## config.mk

```make
export PLATFORM = sky130hd
export DESIGN_NAME = mem_port_arbiter
export DESIGN_NICKNAME = d
export VERILOG_FILES = /design/src/rtl/mem_port_arbiter_pkg.sv /design/src/rtl/mem_port_arbiter.sv
export SDC_FILE = /design/constraint.sdc
export NUM_CORES = 1
export LEC_CHECK = 0
export CORE_MARGIN = 3
export CORE_UTILIZATION = 36
export DETAILED_ROUTE_END_ITERATION = 10
export PLACE_DENSITY = 0.82
export SYNTH_ARGS = -nofsm -noshare
export SYNTH_HDL_FRONTEND = slang
export SYNTH_SLANG_ARGS = --single-unit
export TNS_END_PERCENT = 5
```

## constraint.sdc

```tcl
create_clock -name clk -period 1.72 [get_ports clk]
set_input_delay 0.43 -clock clk [delete_from_list [all_inputs] [get_ports clk]]
set_output_delay 0.43 -clock clk [all_outputs]
set_load 0.03 [all_outputs]
```

## src/rtl/mem_port_arbiter_pkg.sv

```systemverilog
// mem_arb_pkg: shared FSM state type, port identifiers and latency limit for mem_port_arbiter
package mem_arb_pkg;
    typedef enum logic [1:0] {IDLE, ACCESS, WAIT, DONE} arb_state_t;
    localparam logic PORT_CPU = 1'b0;
    localparam logic PORT_DBG = 1'b1;
    localparam int MEM_LAT_MAX = 15;
endpackage

```

## src/rtl/mem_port_arbiter.sv

```systemverilog
// mem_port_arbiter: sequences single-ported memory accesses for the CPU and debug ports
// Ports: clk/rst (sync, active-high); cpu_* and dbg_* level request ports with
// registered rdata and a one-cycle ack; mem_* drive the memory, mem_rdata returns
// MEM_LAT cycles after mem_en; busy is high outside IDLE.
// Build option: MEM_ARB_RR_EN selects round-robin on ties, otherwise dbg has fixed priority.
module mem_port_arbiter
    import mem_arb_pkg::*;
#(
    parameter int ADDR_W  = 32,
    parameter int DATA_W  = 32,
    parameter int MEM_LAT = 2
) (
    input  logic              clk,
    input  logic              rst,
    input  logic              cpu_req,
    input  logic              cpu_we,
    input  logic [ADDR_W-1:0] cpu_addr,
    input  logic [DATA_W-1:0] cpu_wdata,
    output logic [DATA_W-1:0] cpu_rdata,
    output logic              cpu_ack,
    input  logic              dbg_req,
    input  logic              dbg_we,
    input  logic [ADDR_W-1:0] dbg_addr,
    input  logic [DATA_W-1:0] dbg_wdata,
    output logic [DATA_W-1:0] dbg_rdata,
    output logic              dbg_ack,
    output logic              mem_en,
    output logic              mem_we,
    output logic [ADDR_W-1:0] mem_addr,
    output logic [DATA_W-1:0] mem_wdata,
    input  logic [DATA_W-1:0] mem_rdata,
    output logic              busy
);
    if (MEM_LAT < 1 || MEM_LAT > MEM_LAT_MAX) begin : g_lat_chk
        $error("mem_port_arbiter: MEM_LAT must be in 1..15");
    end

    arb_state_t        state_q, state_d;
    logic [3:0]        cnt_q, cnt_d;
    logic              grant_q, grant_d;
    logic              we_q, we_d;
    logic [ADDR_W-1:0] addr_q, addr_d;
    logic [DATA_W-1:0] wdata_q, wdata_d;
    logic [DATA_W-1:0] cpu_rdata_q, cpu_rdata_d;
    logic [DATA_W-1:0] dbg_rdata_q, dbg_rdata_d;
    logic              pick_dbg;

`ifdef MEM_ARB_RR_EN
    logic last_q;
    // On a tie the port that was not granted last wins; reset value makes the CPU win the first tie.
    always_ff @(posedge clk) begin
        if (rst) last_q <= PORT_DBG;
        else if (state_q == IDLE && (cpu_req || dbg_req)) last_q <= pick_dbg;
    end
    assign pick_dbg = dbg_req && (!cpu_req || last_q == PORT_CPU);
`else
    assign pick_dbg = dbg_req;
`endif

    always_comb begin
        state_d     = state_q;
        cnt_d       = cnt_q;
        grant_d     = grant_q;
        we_d        = we_q;
        addr_d      = addr_q;
        wdata_d     = wdata_q;
        cpu_rdata_d = cpu_rdata_q;
        dbg_rdata_d = dbg_rdata_q;
        case (state_q)
            IDLE: if (cpu_req || dbg_req) begin
                grant_d = pick_dbg ? PORT_DBG : PORT_CPU;
                we_d    = pick_dbg ? dbg_we : cpu_we;
                addr_d  = pick_dbg ? dbg_addr : cpu_addr;
                wdata_d = pick_dbg ? dbg_wdata : cpu_wdata;
                state_d = ACCESS;
            end
            ACCESS: begin
                cnt_d   = 4'(MEM_LAT);
                state_d = WAIT;
            end
            WAIT: begin
                cnt_d = cnt_q - 4'd1;
                // counter at 1 marks the cycle where mem_rdata is valid
                if (cnt_q == 4'd1) begin
                    state_d = DONE;
                    if (!we_q && grant_q == PORT_CPU) cpu_rdata_d = mem_rdata;
                    if (!we_q && grant_q == PORT_DBG) dbg_rdata_d = mem_rdata;
                end
            end
            default: state_d = IDLE;
        endcase
    end

    always_ff @(posedge clk) begin
        if (rst) begin
            state_q     <= IDLE;
            cnt_q       <= '0;
            grant_q     <= PORT_DBG;
            we_q        <= 1'b0;
            addr_q      <= '0;
            wdata_q     <= '0;
            cpu_rdata_q <= '0;
            dbg_rdata_q <= '0;
        end else begin
            state_q     <= state_d;
            cnt_q       <= cnt_d;
            grant_q     <= grant_d;
            we_q        <= we_d;
            addr_q      <= addr_d;
            wdata_q     <= wdata_d;
            cpu_rdata_q <= cpu_rdata_d;
            dbg_rdata_q <= dbg_rdata_d;
        end
    end

    assign busy      = state_q != IDLE;
    assign mem_en    = state_q == ACCESS;
    assign mem_we    = mem_en && we_q;
    assign mem_addr  = addr_q;
    assign mem_wdata = wdata_q;
    assign cpu_rdata = cpu_rdata_q;
    assign dbg_rdata = dbg_rdata_q;
    assign cpu_ack   = state_q == DONE && grant_q == PORT_CPU;
    assign dbg_ack   = state_q == DONE && grant_q == PORT_DBG;
endmodule

```

==> metrics.txt <==
largest area contributor in the netlist dfxtp_1; Worst Hold Margin approximately 350 ps; hold_sp dbg_req; Slew Limit Fails 0; Gate power share 0.376; critical path class reg -> reg; RSZ-0062 raised after global routing true; post-synth top area share 0.459; IO Port Bufs 298; Power Dens Cells 1240 nW/um2; Crit path top cell by count buf_6; switching share of total power 0.362; final net count between 1000 and 1500; Critical Path AT 2180 ps; Slowest cell on crit path or3b_4; final setup vio count 65; crit end category flop; NetSw roughly 0.0044 W; DR vias/cell between 4 and 5; Reg2Reg Depth 8; gpl congestion 0.751; H-tree depth 4; core area ~16000 um2; clock buffer depth 2; placed cell areas just over 9000 um2; worst-path cell chain inv_2 > ha_4 > or3b_4 > buf_6 > nor4_4 > buf_6 > clkbuf_16 > mux2i_1; fmax 0.540 GHz; area of the multi-input gates 2970 um2; Int Pwr 0.00773 W; Tightest Pin Transition about 380 ps; hold depth 2; run status finished, violations left; P&R area growth vs syn 64.3%; syn nets 754; met1 Track Usage GR 0.217; CTS sink count 136; most frequent cells in the layout clkdlybuf4s50_1 (163), dfxtp_1 (132), mux2i_1 (129); Routed WL 17200 um; largest net degree at the start of global routing 59; fill count 1407; Crit Reg-Reg Startpoint cnt_q[1]$_SDFFE_PP0P_; CTS root buf clkbuf_16; met3 global-route usage 0.0548; # rows 46; Chip Width 134 um; Max-cap violations 0; Crit path largest cell delay 370 ps; reg-to-reg slack, setup -130 ps; GRT overflow 0; Post-DP HPWL roughly 13000 um; cts bufs inserted 17; IO Pins approximately 300; Yosys reg bits roughly 140; grt peak-use layer met2; met2 usage 0.305; Critical Path Start Type flop; Slew HR 0.751; min cycle time layout between 1500 and 2000 ps; Critical Path RT 2050 ps; Final Cell Area 9740 um2; fin worst setup slack -130 ps; Clock Power Share 0.293; post-synthesis sequential area ratio 0.459; Final period util 1.08; worst hold path class in -> reg; initial DRC count 122; Detail Route Antenna Nets 0; Area contributors post-synth dfxtp_1 (46%), mux2i_1 (22%), nand2b_1 (10%); Fin. Hold Viols 0; Ant. Diodes 0; share of cells above drive strength 1 0.0916; Post-Syn Instances 582; initial antenna violation count 0; Initial Utilization 0.371; Yosys cell types 31; Die Area 18000 um2; violated checks negative setup slack; maximum VDD drop 0.730 mV; die height 134 um; Cell Area, Synth 5930 um2; CP top delay family simple AND/OR/NAND/NOR gates; first-pass GRT wire length 25800 um; commonest non-fill, non-tap cell in the layout clkdlybuf4s50_1; TritonCTS clock tree built; vias in the first global route 5003; Clock Skew just under 9 ps; Synthesis Warnings 0; Sequential Area 2730 um2; crit-path max FO 8; TritonRoute pass-1 iters 4; drc violations 0; Min-Delay Endpoint grant_q$_SDFFE_PP1P_; drt wl/cell between 15 and 20 um; CTS clk-pin slew, worst paths approximately 60 ps; Worst R2R End cpu_rdata[21]$_SDFFE_PP0P_; Total Routing Usage GR 0.181; Bufs and invs on worst path 4; mean post-synth cell area 10.2 um2; routed vias a little over 5000; Clock Latency Late Sink 410 ps; Reg power frac 0.331; # hold bufs at CTS 0; P_leak 4.46 nW
==> Yosys cell counts <==
library cell and n:
a211oi_1 65, a21oi_1 3, a221o_1 1, a221oi_1 1, a22o_2 1, a311oi_1 1, and2_1 2, buf_1 1
buf_12 3, buf_2 8, buf_6 3, clkbuf_1 32, clkbuf_2 1, dfxtp_1 136, ha_1 6, inv_1 7
inv_2 1, mux2i_1 130, nand2_1 2, nand2b_1 98, nand3_1 1, nand4b_1 2, nor2_1 67, nor2b_1 2
nor3_1 1, nor4_4 1, o21a_1 1, o21ai_0 2, o31a_2 1, or3b_4 1, or4_4 1
==> power groups by stage <==
stage | logic [W] | registers (W) | clock network, W
after global routing | 0.00491 | 0.00408 | 0.00379
final | 0.00456 | 0.00401 | 0.00355
after global placement | 0.00479 | 0.00405 | 0
after CTS | 0.00461 | 0.00400 | 0.00366
after detailed placement | 0.00484 | 0.00408 | 0
after floorplan | 0.00172 | 0.00504 | 0
==> worst max-delay path by stage <==
stage	from	endpoint	slack [ps]	cells past startpoint
6_report	cnt_q[1]$_SDFFE_PP0P_	cpu_rdata[21]$_SDFFE_PP0P_	-130	8
5_1_grt	cnt_q[1]$_SDFFE_PP0P_	cpu_rdata[6]$_SDFFE_PP0P_	-170	8
4_1_cts	cnt_q[1]$_SDFFE_PP0P_	cpu_rdata[17]$_SDFFE_PP0P_	-110	7
3_5_place_dp	cnt_q[1]$_SDFFE_PP0P_	cpu_rdata[17]$_SDFFE_PP0P_	-120	7
3_3_place_gp	cnt_q[1]$_SDFFE_PP0P_	dbg_rdata[1]$_SDFFE_PP0P_	-40	6
2_1_floorplan	cnt_q[1]$_SDFFE_PP0P_	dbg_rdata[10]$_SDFFE_PP0P_	-100	7
==> registers in the layout (all words and copies together), names as in the netlist <==
signal     flops
cnt_q          4
we_q           1
state_q        2
grant_q        1
cpu_rdata     32
mem_addr      32
mem_wdata     32
dbg_rdata     32
==> cell type report <==
class,instances,area share
Timing Repair Buffer,319,0.325
Multi-Input combinational cell,390,0.305
Sequential cell,136,0.280
Clock buffer,18,0.0441
Tap cell,216,0.0277
Clock inverter,13,0.0153
Inverter,8,0.00308
==> routing by layer <==
| layer | up-vias | wire length [um] |
|---|---|---|
| li1 | 2601 | - |
| met1 | 2300 | 7230 |
| met2 | 212 | 8480 |
| met3 | 25 | 1120 |
| met4 | 0 | 401 |
| met5 | - | 0 |
==> per-stage QoR <==
stage          utilization  TNS, ps  instances  setup WS (ps)  total power, W
4_1_cts              0.604    -4520       1097           -114          0.0123
2_1_floorplan            -    -2880        582          -95.9         0.00675
3_3_place_gp         0.576    -2080       1066          -43.0         0.00884
5_1_grt              0.609    -8710       1100           -174          0.0128
6_report             0.609    -5260       1100           -130          0.0121
3_5_place_dp         0.576    -6230       1066           -120         0.00892
==> what timing repair did <==
action                                 in CTS  in global routing
resized for setup                         140                 12
setup endpoints to repair                 196                 68
endpoints found under the hold margin       0                  0
cloned                                      0                  2
buffers inserted                            0                  1
pin swaps                                   0                  1
==> cells by family after synthesis <==
| group | share of synthesized area |
|---|---|
| simple gates | 0.163 |
| flops | 0.459 |
| mux | 0.220 |
| compound gates | 0.0958 |
| buf+inv | 0.0494 |
| fa+ha+maj | 0.0127 |
(Power assumes the default switching activity.)
